==> src/rtl/hex_frame_pkg.sv <==
// Shared types and constants for the hex frame sequencer.
// Holds the sequencer state encoding, ASCII framing characters and the nibble-to-ASCII helper.
package hex_frame_pkg;

  typedef enum logic [2:0] {
    ST_IDLE  = 3'd0,
    ST_DIGIT = 3'd1,
    ST_SEP   = 3'd2,
    ST_CR    = 3'd3,
    ST_LF    = 3'd4
  } seq_state_e;

  localparam logic [7:0] SPACE = 8'h20;
  localparam logic [7:0] CR    = 8'h0D;
  localparam logic [7:0] LF    = 8'h0A;
  localparam logic [7:0] NUL   = 8'h00;

  // Uppercase hex: 0-9 -> '0'..'9', A-F -> 'A'..'F' ('A' - 10 = 0x37).
  function automatic logic [7:0] nibble_to_ascii(input logic [3:0] nib);
    logic [7:0] chr;
    if (nib < 4'd10) begin
      chr = 8'h30 + {4'h0, nib};
    end else begin
      chr = 8'h37 + {4'h0, nib};
    end
    return chr;
  endfunction

endpackage

==> src/rtl/bin_to_ascii_hex.sv <==
// Combinational binary-to-ASCII-hex converter.
// Digit g (nibble g of bin_i) maps to byte g of ascii_o.
module bin_to_ascii_hex
  import hex_frame_pkg::*;
#(
  parameter int HEX_DIGIT_W = 4
) (
  input  logic [4*HEX_DIGIT_W-1:0] bin_i,
  output logic [8*HEX_DIGIT_W-1:0] ascii_o
);

  for (genvar g = 0; g < HEX_DIGIT_W; g++) begin : g_digit
    assign ascii_o[8*g +: 8] = nibble_to_ascii(bin_i[4*g +: 4]);
  end

endmodule

==> src/rtl/hex_frame_sequencer.sv <==
// Captures N_WORDS binary words and streams them as an ASCII hex line:
// words high to low, MSD first, space-separated, terminated by CR LF.
module hex_frame_sequencer
  import hex_frame_pkg::*;
#(
  parameter int N_WORDS     = 3,
  parameter int HEX_DIGIT_W = 4
) (
  input  logic                            clk,
  input  logic                            rst,
  input  logic                            in_valid,
  output logic                            in_ready,
  input  logic [N_WORDS*4*HEX_DIGIT_W-1:0] in_data,
  output logic                            out_valid,
  input  logic                            out_ready,
  output logic [7:0]                      out_byte,
  output logic                            busy
);

  localparam int TOTAL_DIGITS = N_WORDS * HEX_DIGIT_W;
  localparam int TOTAL_BITS   = 4 * TOTAL_DIGITS;
  localparam int WORD_CNT_W   = (N_WORDS > 1) ? $clog2(N_WORDS) : 1;
  localparam int DIGIT_CNT_W  = (HEX_DIGIT_W > 1) ? $clog2(HEX_DIGIT_W) : 1;

  localparam logic [WORD_CNT_W-1:0]  WORD_TOP   = WORD_CNT_W'(N_WORDS - 1);
  localparam logic [WORD_CNT_W-1:0]  WORD_ZERO  = {WORD_CNT_W{1'b0}};
  localparam logic [WORD_CNT_W-1:0]  WORD_ONE   = WORD_CNT_W'(1);
  localparam logic [DIGIT_CNT_W-1:0] DIGIT_TOP  = DIGIT_CNT_W'(HEX_DIGIT_W - 1);
  localparam logic [DIGIT_CNT_W-1:0] DIGIT_ZERO = {DIGIT_CNT_W{1'b0}};
  localparam logic [DIGIT_CNT_W-1:0] DIGIT_ONE  = DIGIT_CNT_W'(1);

  seq_state_e               state_q, state_d;
  logic [WORD_CNT_W-1:0]    word_q, word_d;
  logic [DIGIT_CNT_W-1:0]   digit_q, digit_d;
  logic [TOTAL_BITS-1:0]    sample_q, sample_d;
  logic                     out_valid_q, out_valid_d;
  logic [7:0]               out_byte_q, out_byte_d;

  logic                     capture_s;
  logic                     fire_s;
  logic [8*TOTAL_DIGITS-1:0] ascii_s;
  logic [7:0]               char_tbl_s [2**WORD_CNT_W][2**DIGIT_CNT_W];

  assign capture_s = (state_q == ST_IDLE) && in_valid;
  assign fire_s    = out_valid_q && out_ready;
  assign sample_d  = capture_s ? in_data : sample_q;

  // Converting the next sample lets the first digit be registered on the capture edge.
  bin_to_ascii_hex #(
    .HEX_DIGIT_W(TOTAL_DIGITS)
  ) u_conv (
    .bin_i  (sample_d),
    .ascii_o(ascii_s)
  );

  for (genvar w = 0; w < 2**WORD_CNT_W; w++) begin : g_word
    for (genvar d = 0; d < 2**DIGIT_CNT_W; d++) begin : g_dig
      if ((w < N_WORDS) && (d < HEX_DIGIT_W)) begin : g_used
        assign char_tbl_s[w][d] = ascii_s[8*(w*HEX_DIGIT_W + d) +: 8];
      end else begin : g_pad
        assign char_tbl_s[w][d] = NUL;
      end
    end
  end

  // Next-state, counter and output-byte logic; everything holds unless a byte transfers.
  always_comb begin
    state_d     = state_q;
    word_d      = word_q;
    digit_d     = digit_q;
    out_valid_d = out_valid_q;
    out_byte_d  = out_byte_q;

    case (state_q)
      ST_IDLE: begin
        if (capture_s) begin
          state_d     = ST_DIGIT;
          word_d      = WORD_TOP;
          digit_d     = DIGIT_TOP;
          out_valid_d = 1'b1;
        end else begin
          out_valid_d = 1'b0;
        end
      end
      ST_DIGIT: begin
        if (fire_s) begin
          if (digit_q != DIGIT_ZERO) begin
            digit_d = digit_q - DIGIT_ONE;
          end else if (word_q != WORD_ZERO) begin
            state_d = ST_SEP;
          end else begin
            state_d = ST_CR;
          end
        end else begin
          state_d = state_q;
        end
      end
      ST_SEP: begin
        if (fire_s) begin
          state_d = ST_DIGIT;
          word_d  = word_q - WORD_ONE;
          digit_d = DIGIT_TOP;
        end else begin
          state_d = state_q;
        end
      end
      ST_CR: begin
        if (fire_s) begin
          state_d = ST_LF;
        end else begin
          state_d = state_q;
        end
      end
      ST_LF: begin
        if (fire_s) begin
          state_d     = ST_IDLE;
          word_d      = WORD_ZERO;
          digit_d     = DIGIT_ZERO;
          out_valid_d = 1'b0;
        end else begin
          state_d = state_q;
        end
      end
      default: begin
        state_d     = ST_IDLE;
        word_d      = WORD_ZERO;
        digit_d     = DIGIT_ZERO;
        out_valid_d = 1'b0;
      end
    endcase

    case (state_d)
      ST_DIGIT: out_byte_d = char_tbl_s[word_d][digit_d];
      ST_SEP:   out_byte_d = SPACE;
      ST_CR:    out_byte_d = CR;
      ST_LF:    out_byte_d = LF;
      default:  out_byte_d = NUL;
    endcase
  end

  // State and output registers; reset aborts any frame in flight.
  always_ff @(posedge clk) begin
    if (rst) begin
      state_q     <= ST_IDLE;
      word_q      <= WORD_ZERO;
      digit_q     <= DIGIT_ZERO;
      sample_q    <= {TOTAL_BITS{1'b0}};
      out_valid_q <= 1'b0;
      out_byte_q  <= NUL;
    end else begin
      state_q     <= state_d;
      word_q      <= word_d;
      digit_q     <= digit_d;
      sample_q    <= sample_d;
      out_valid_q <= out_valid_d;
      out_byte_q  <= out_byte_d;
    end
  end

  assign in_ready  = (state_q == ST_IDLE);
  assign busy      = (state_q != ST_IDLE);
  assign out_valid = out_valid_q;
  assign out_byte  = out_byte_q;

endmodule
==> config.mk <==
export PLATFORM = sky130hd
export DESIGN_NAME = hex_frame_sequencer
export DESIGN_NICKNAME = d
export VERILOG_FILES = /design/src/rtl/hex_frame_pkg.sv /design/src/rtl/bin_to_ascii_hex.sv /design/src/rtl/hex_frame_sequencer.sv
export SDC_FILE = /design/constraint.sdc
export NUM_CORES = 1
export LEC_CHECK = 0
export ABC_CLOCK_PERIOD_IN_PS = 4200
export CORE_UTILIZATION = 35
export CTS_BUF_LIST = sky130_fd_sc_hd__clkbuf_4
export CTS_CLUSTER_DIAMETER = 120
export DETAILED_ROUTE_END_ITERATION = 8
export GPL_ROUTABILITY_DRIVEN = 0
export GPL_TIMING_DRIVEN = 0
export PLACE_DENSITY_LB_ADDON = 0.25
export SYNTH_ARGS = -nofsm -noshare
export SYNTH_HDL_FRONTEND = slang
export SYNTH_SLANG_ARGS = --single-unit
==> constraint.sdc <==
create_clock -name clk -period 4.2 [get_ports clk]
set_clock_uncertainty 0.15 [all_clocks]
set_input_delay 0.42 -clock clk [delete_from_list [all_inputs] [get_ports clk]]
set_output_delay 0.42 -clock clk [all_outputs]
set_load 0.1 [all_outputs]
Yosys cells after proc, flatten, opt, wreduce, memory -nomap -nowiden
Cells that the tools add are included.
{ "word_totals": {"register_bits": 64, "word_cells": 108} }
{ "classes": {"eq_ne": 9, "magnitude_cmp": 14, "muxes": 41, "addsub": 26, "bitwise": 3, "n_reduce_logical": 9} }
{ "ops": {"columns": ["op", "count"], "rows": [
  ["6-bit by 4-bit adder with 7-bit output, first input constant", 24],
  ["8-bit 2-to-1 mux", 14],
  ["32-bit binary-select mux with 2-bit select", 1],
  ["32-bit 2-to-1 mux", 2],
  ["4-bit < comparator, second input constant", 12],
  ["48-bit 2-to-1 mux", 1],
  ["8-bit one-hot mux with 4 select lines", 1],
  ["3-bit 2-to-1 mux", 6],
  ["8-bit binary-select mux with 2-bit select", 1],
  ["2-bit 2-to-1 mux", 8],
  ["3-bit one-hot mux with 5 select lines", 1],
  ["3-bit by 2-bit == test with 1-bit output, second input constant", 4],
  ["2-bit one-hot mux with 5 select lines", 1],
  ["2-bit one-hot mux with 4 select lines", 1],
  ["3-bit by 1-bit == test with 1-bit output, second input constant", 2],
  ["3-bit == test, second input constant", 2],
  ["3-bit >= comparator, second input constant", 2],
  ["2-bit NOT with 3-bit output", 2],
  ["2-bit nonzero test", 2],
  ["2-bit by 1-bit subtractor with 2-bit output, second input constant", 2],
  ["3-bit logical NOT", 1],
  ["1-bit 2-to-1 mux", 3],
  ["1-bit one-hot mux with 3 select lines", 1],
  ["3-bit nonzero test", 1],
  ["6 further kinds", 7]
]} }

Depth between registers and ports, before layout
Gate-level depths: netlist (run 1).
{ "logic_depth": {"ltp_word": 12, "ltp_mapped": 12, "ltp_nobuf": 10} }

Hierarchy
Synthesis (run 1) repeated with hierarchy kept, for this count alone.
{ "unflattened": {"cells_unflattened": 589, "area_unflattened_um2": 4822.1} }
{ "modules_own_cells": {"columns": ["mod", "instances", "seq_area_each_um2", "area_each_um2", "cells_per_inst"], "rows": [
  ["hex_frame_sequencer", 1, 1281.2, 3614.7, 398],
  ["bin_to_ascii_hex", 1, 0.0, 1207.4, 191]
]} }

Worst setup path before layout (run 1)
No wires, ideal clock.
{ "synth_path": {"kind": "register to register", "start": "register out_valid_q (netlist: out_valid)", "end": "register out_byte_q[5] (netlist: out_byte[5])", "stages_incl_launch_ff": 11, "arrival_ns": 3.117, "path_slack_ns": 0.816, "required_time_ns": 3.933, "setup_ns": 0.117, "synth_period_minus_slack_ns": 3.384, "path_cell_list": "dfxtp_1 > and2_1 > inv_1 > ha_1 > or3b_1 > a21oi_2 > nor3_1 > o31ai_1 > o21ai_1 > a21o_1 > a32o_1"} }
{ "synth_via": {"elab_chain_len": 11} }
{ "synth_rtl": {"columns": ["item", "line", "text"], "rows": [
  ["start: declaration", "hex_frame_sequencer.sv:36", "logic out_valid_q, out_valid_d;"],
  ["start signal: assignment", "hex_frame_sequencer.sv:155", "out_valid_q <= out_valid_d;"],
  ["1-bit logical AND (*)", "hex_frame_sequencer.sv:45", "assign fire_s = out_valid_q && out_ready;"],
  ["2-bit 2-to-1 mux (on tied branches)", "hex_frame_sequencer.sv:115, hex_frame_sequencer.sv:99", null],
  ["2-bit one-hot mux with 4 select lines", "hex_frame_sequencer.sv:74", "case (state_q)"],
  ["2-bit NOT with 3-bit output (implied by the code)", "hex_frame_sequencer.sv:133", "ST_DIGIT: out_byte_d = char_tbl_s[word_d][digit_d];"],
  ["32-bit binary-select mux with 2-bit select", "hex_frame_sequencer.sv:133", null],
  ["32-bit 2-to-1 mux (implied by the code) (2 in a row)", "hex_frame_sequencer.sv:133", null],
  ["8-bit binary-select mux with 2-bit select", "hex_frame_sequencer.sv:133", null],
  ["8-bit 2-to-1 mux (implied by the code) (2 in a row)", "hex_frame_sequencer.sv:133", null],
  ["8-bit one-hot mux with 4 select lines (*)", "hex_frame_sequencer.sv:132", "case (state_d)"],
  ["end signal: assignment", "hex_frame_sequencer.sv:156", "out_byte_q <= out_byte_d;"],
  ["end: declaration", "hex_frame_sequencer.sv:37", "logic [7:0] out_byte_q, out_byte_d;"]
]} }
Mark *: on every way between the ends. The rest lies on a longest branch, timed or not. The select of a mux whose other input is x is not followed.
A chain may end at the register's enable or synchronous reset.

Final worst setup path (run 1)
{ "layout_path": {"start": "input in_valid", "end": "register out_byte_q[1] (netlist: out_byte[1])"} }
{ "layout_via": {"elab_chain_len": 11} }
{ "layout_rtl": {"columns": ["item", "line", "text"], "rows": [
  ["start: declaration", "hex_frame_sequencer.sv:11", "input logic in_valid,"],
  ["1-bit logical AND (*)", "hex_frame_sequencer.sv:44", "assign capture_s = (state_q == ST_IDLE) && in_valid;"],
  ["48-bit 2-to-1 mux or 2-bit 2-to-1 mux (tied branches)", "hex_frame_sequencer.sv:46, hex_frame_sequencer.sv:76", null],
  ["6-bit by 4-bit adder with 7-bit output, or another cell as far along", "hex_frame_pkg.sv:24", "chr = 8'h37 + {4'h0, nib};"],
  ["8-bit 2-to-1 mux or 2-bit NOT with 3-bit output (tied branches)", "hex_frame_pkg.sv:21, hex_frame_sequencer.sv:133", null],
  ["32-bit binary-select mux with 2-bit select", "hex_frame_sequencer.sv:133", null],
  ["32-bit 2-to-1 mux (implied by the code) (2 in a row)", "hex_frame_sequencer.sv:133", null],
  ["8-bit binary-select mux with 2-bit select", "hex_frame_sequencer.sv:133", null],
  ["8-bit 2-to-1 mux (implied by the code) (2 in a row)", "hex_frame_sequencer.sv:133", null],
  ["8-bit one-hot mux with 4 select lines (*)", "hex_frame_sequencer.sv:132", null]
]} }
Marked as above.

==> results.toml, run 1 <==
[outcome]
status = "complete, no violations"

[cts]
htree_levels = 3
cts-root-buf = "clkbuf_4"
numClockSinks = 63
cts_buffer_depth = 2
post_cts_buffers = 0
cts_buffers = 9
clk_pin_slew_ns = 0.10
insertion_delay_ns = 0.43
cts_tree = "done"
ctsResizeCount = 0
cts_hold_buf = 0

[synth]
yosys-top-cells-count = "63 x dfxtp_1, 52 x nand2_1, 52 x nor2_1, 39 x a21oi_1, 39 x o21ai_0"
synth_top_area_cell = "dfxtp_1"
synth_cells = 550
syn_avg_cell_area_um2 = 8.16
synth-seq-area-share_pct = 28.1
synthTopCellsByArea = "dfxtp_1 28%, mux2i_1 8.2%, a21oi_1 4.3%"
ys_warn_count = 0
syn-num-nets = 610
synthDistinctLibCells = 69
async_flop_share_pct = 0
yosysMostFrequentCell = "dfxtp_1"
synth_edf_count = 0
syn-cell-area_mm2 = 0.00449
synth-main-ff-cell = "dfxtp_1"
ys_seq_elements = 63
synth_top_area_share_pct = 28.1

[sta]
fmax_mhz = 265
rsz0062_at_grt = "no"
hold_viol_final = 0
fin_ws_ns = 0.422
tns_ns = 0
worstMarginPinSlew_ns = 0.970
finalCritPeriodShare_pct = 90.0
hold_ws_ns = 0.341
maxSlewViolCount = 0
final.min_clock_period_ns = 3.78
setup_viol = 0
slew_headroom_pct = 35.1

[detailed_routing]
drc = 0
wl_per_cell_um = 18.5
num_vias = 4607
dr.pass1.iters = 5
drt-initial-drc-count = 408
viasPerCell = 5.77
ant_nets = 0
wirelength_mm = 14.8

[critical_path]
cp_max_fo = 10
cp.required_ns = 4.37
startpoint = "in_valid"
cp.arrival_ns = 3.95
end_kind = "register"
critPathMostFrequentCell = "mux2i_1"
cp_slowest_stage_delay_ns = 0.50
critPathKind = "input pin to register"
r2r-start = "state_q[1]"
cp_cell_sequence = "clkdlybuf4s50_1 -> or4b_1 -> buf_2 -> buf_6 -> buf_6 -> clkbuf_1 -> mux2i_1 -> ha_1 -> a221oi_1 -> mux2i_1 -> mux2i_1 -> a2111oi_2 -> nor3_1"
startpoint_type = "input pin"
crit_slowest_cell = "clkbuf_1"

[power_and_ir_drop]
comb_power_share_pct = 37.4
p_leak_nw = 1.94
clockPowerShare_pct = 22.0
ir_drop_mv = 0.139
power_density_mw_per_mm2 = 305
intPower_w = 0.00102
switching_power_w = 0.000636
swShare_pct = 38.5
p_total_w = 0.00165
p_seq_share_pct = 40.6

[die]
core_area_mm2 = 0.0126
start_util_pct = 35.7
die_x_um = 115
rows = 41
die_y_um = 115
ios = 63
fp.dieArea_mm2 = 0.0133

[place]
place_ws_ns = -0.0119
hpwl_mm = 11.1
io_buffers = 61
dpl.cell_count = 783

[global_routing]
grt_pass1_vias = 4452
grt_max_degree = 11
antenna_found_initial = 0
overflow = 0
grt_use_total_pct = 23.4
grt_pass1_wl_mm = 23.4

[worst_hold_path]
min_from = "sample_q[7]"
min_path_type = "register to register"

[final_layout]
num_antenna_cells = 0
final_cells = 798
drive_gt1_share_pct = 10.5
fin_nets = 682
area_growth_pct = 20.8

[run]
maxCapViolCount = 0
==> worst paths after layout <==
check                                   end  slack [ns]  cells after the start
worst max-delay path            out_byte[1]        0.42                     13
worst max register to register  out_byte[1]        0.47                     12
worst min register to register  sample_q[7]        0.34                      2
worst min-delay path            sample_q[7]        0.34                      2
==> stage by stage <==
step | cell area [um2] | utilization (%)
after floorplan | 4490 | -
after global placement | 5320 | 42.3
after detailed placement | 5320 | 42.3
after CTS | 5420 | 43.1
after global routing | 5420 | 43.1
final | 5420 | 43.1
==> area by class of cell <==
cell class | instances | area (um2)
fill | 1326 | 7150
clock inverter | 2 | 8.76
multi-input combinational | 441 | 3000
timing repair buffer | 61 | 611
inverter | 10 | 37.5
sequential | 63 | 1260
tap | 172 | 215
clock buffer | 13 | 97.6
buffer | 36 | 193
==> state kept, by name (all words and copies together) (netlist names) <==
signal / cells
sample_q: 48
digit_q: 2
out_byte: 7
out_valid: 1
word_q: 2
state_q: 3
==> cells in the final DEF, fill, tap and decap left out, types with 5 or more instances in the layout <==
| master | Yosys | layout |
|---|---|---|
| o31ai_1 | 6 | 6 |
| nor3b_1 | 12 | 12 |
| clkdlybuf4s50_1 | 0 | 61 |
| a211oi_1 | 16 | 16 |
| ha_1 | 8 | 8 |
| a21oi_1 | 39 | 39 |
| nand2_1 | 52 | 52 |
| clkbuf_1 | 15 | 15 |
| a311oi_1 | 5 | 5 |
| mux2i_4 | 5 | 5 |
| nand3_1 | 15 | 15 |
| xnor2_1 | 11 | 11 |
| clkbuf_4 | 0 | 13 |
| mux2i_1 | 37 | 37 |
| o21ai_0 | 39 | 39 |
| nor4bb_1 | 6 | 6 |
| dfxtp_1 | 63 | 63 |
| o211ai_1 | 14 | 14 |
| nor3_1 | 16 | 16 |
| nand2b_1 | 17 | 17 |
| inv_1 | 10 | 10 |
| nor2_1 | 52 | 52 |
| buf_2 | 13 | 13 |
| xor2_1 | 6 | 6 |
| mux2i_2 | 9 | 9 |
==> layer usage <==
layer  wire, um  up-vias  global-route usage [%]  share of wire (%)
met5          0        -                       0                  0
met4        427        0                    9.87                2.9
met3       1260       39                    5.22                8.6
met2       6480      217                    37.1                 44
met1       6590     2169                    30.6                 45
li1           -     2182                       -                  -
==> kinds of logic after synthesis <==
logic type	Yosys count	synth area share, %
muxes	55	14.6
AOI/OAI and AO/OA	163	24.4
xor gates and xnor gates	17	3.32
buffers and inverters	46	5.13
and+or+nand+nor	197	22.1
DFF	63	28.1
other	1	0.0835
adders and majority gates	8	2.23
==> power by group through the flow <==
stage | combinational, W | clock (W) | sequential, W
5_1_grt | 0.000657 | 0.000401 | 0.000676
2_1_floorplan | 0.000347 | 0 | 0.000742
6_report | 0.000618 | 0.000364 | 0.000670
3_3_place_gp | 0.000600 | 0 | 0.000680
3_5_place_dp | 0.000606 | 0 | 0.000683
4_1_cts | 0.000608 | 0.000373 | 0.000669
==> critical path: cells and delay by family <==
kind	cells	cell delay, ns
compound gates	2	0.40
fa+ha+maj	1	0.27
buf+inv	5	1.66
mux	3	0.70
simple gates	2	0.47
(Power assumes the default switching activity.)
==> run 2: changes to the inputs <==
- CAP_MARGIN: default -> 20
==> results of run 2 <==
Final layout, timing and power as in run 1 (identical DEF).
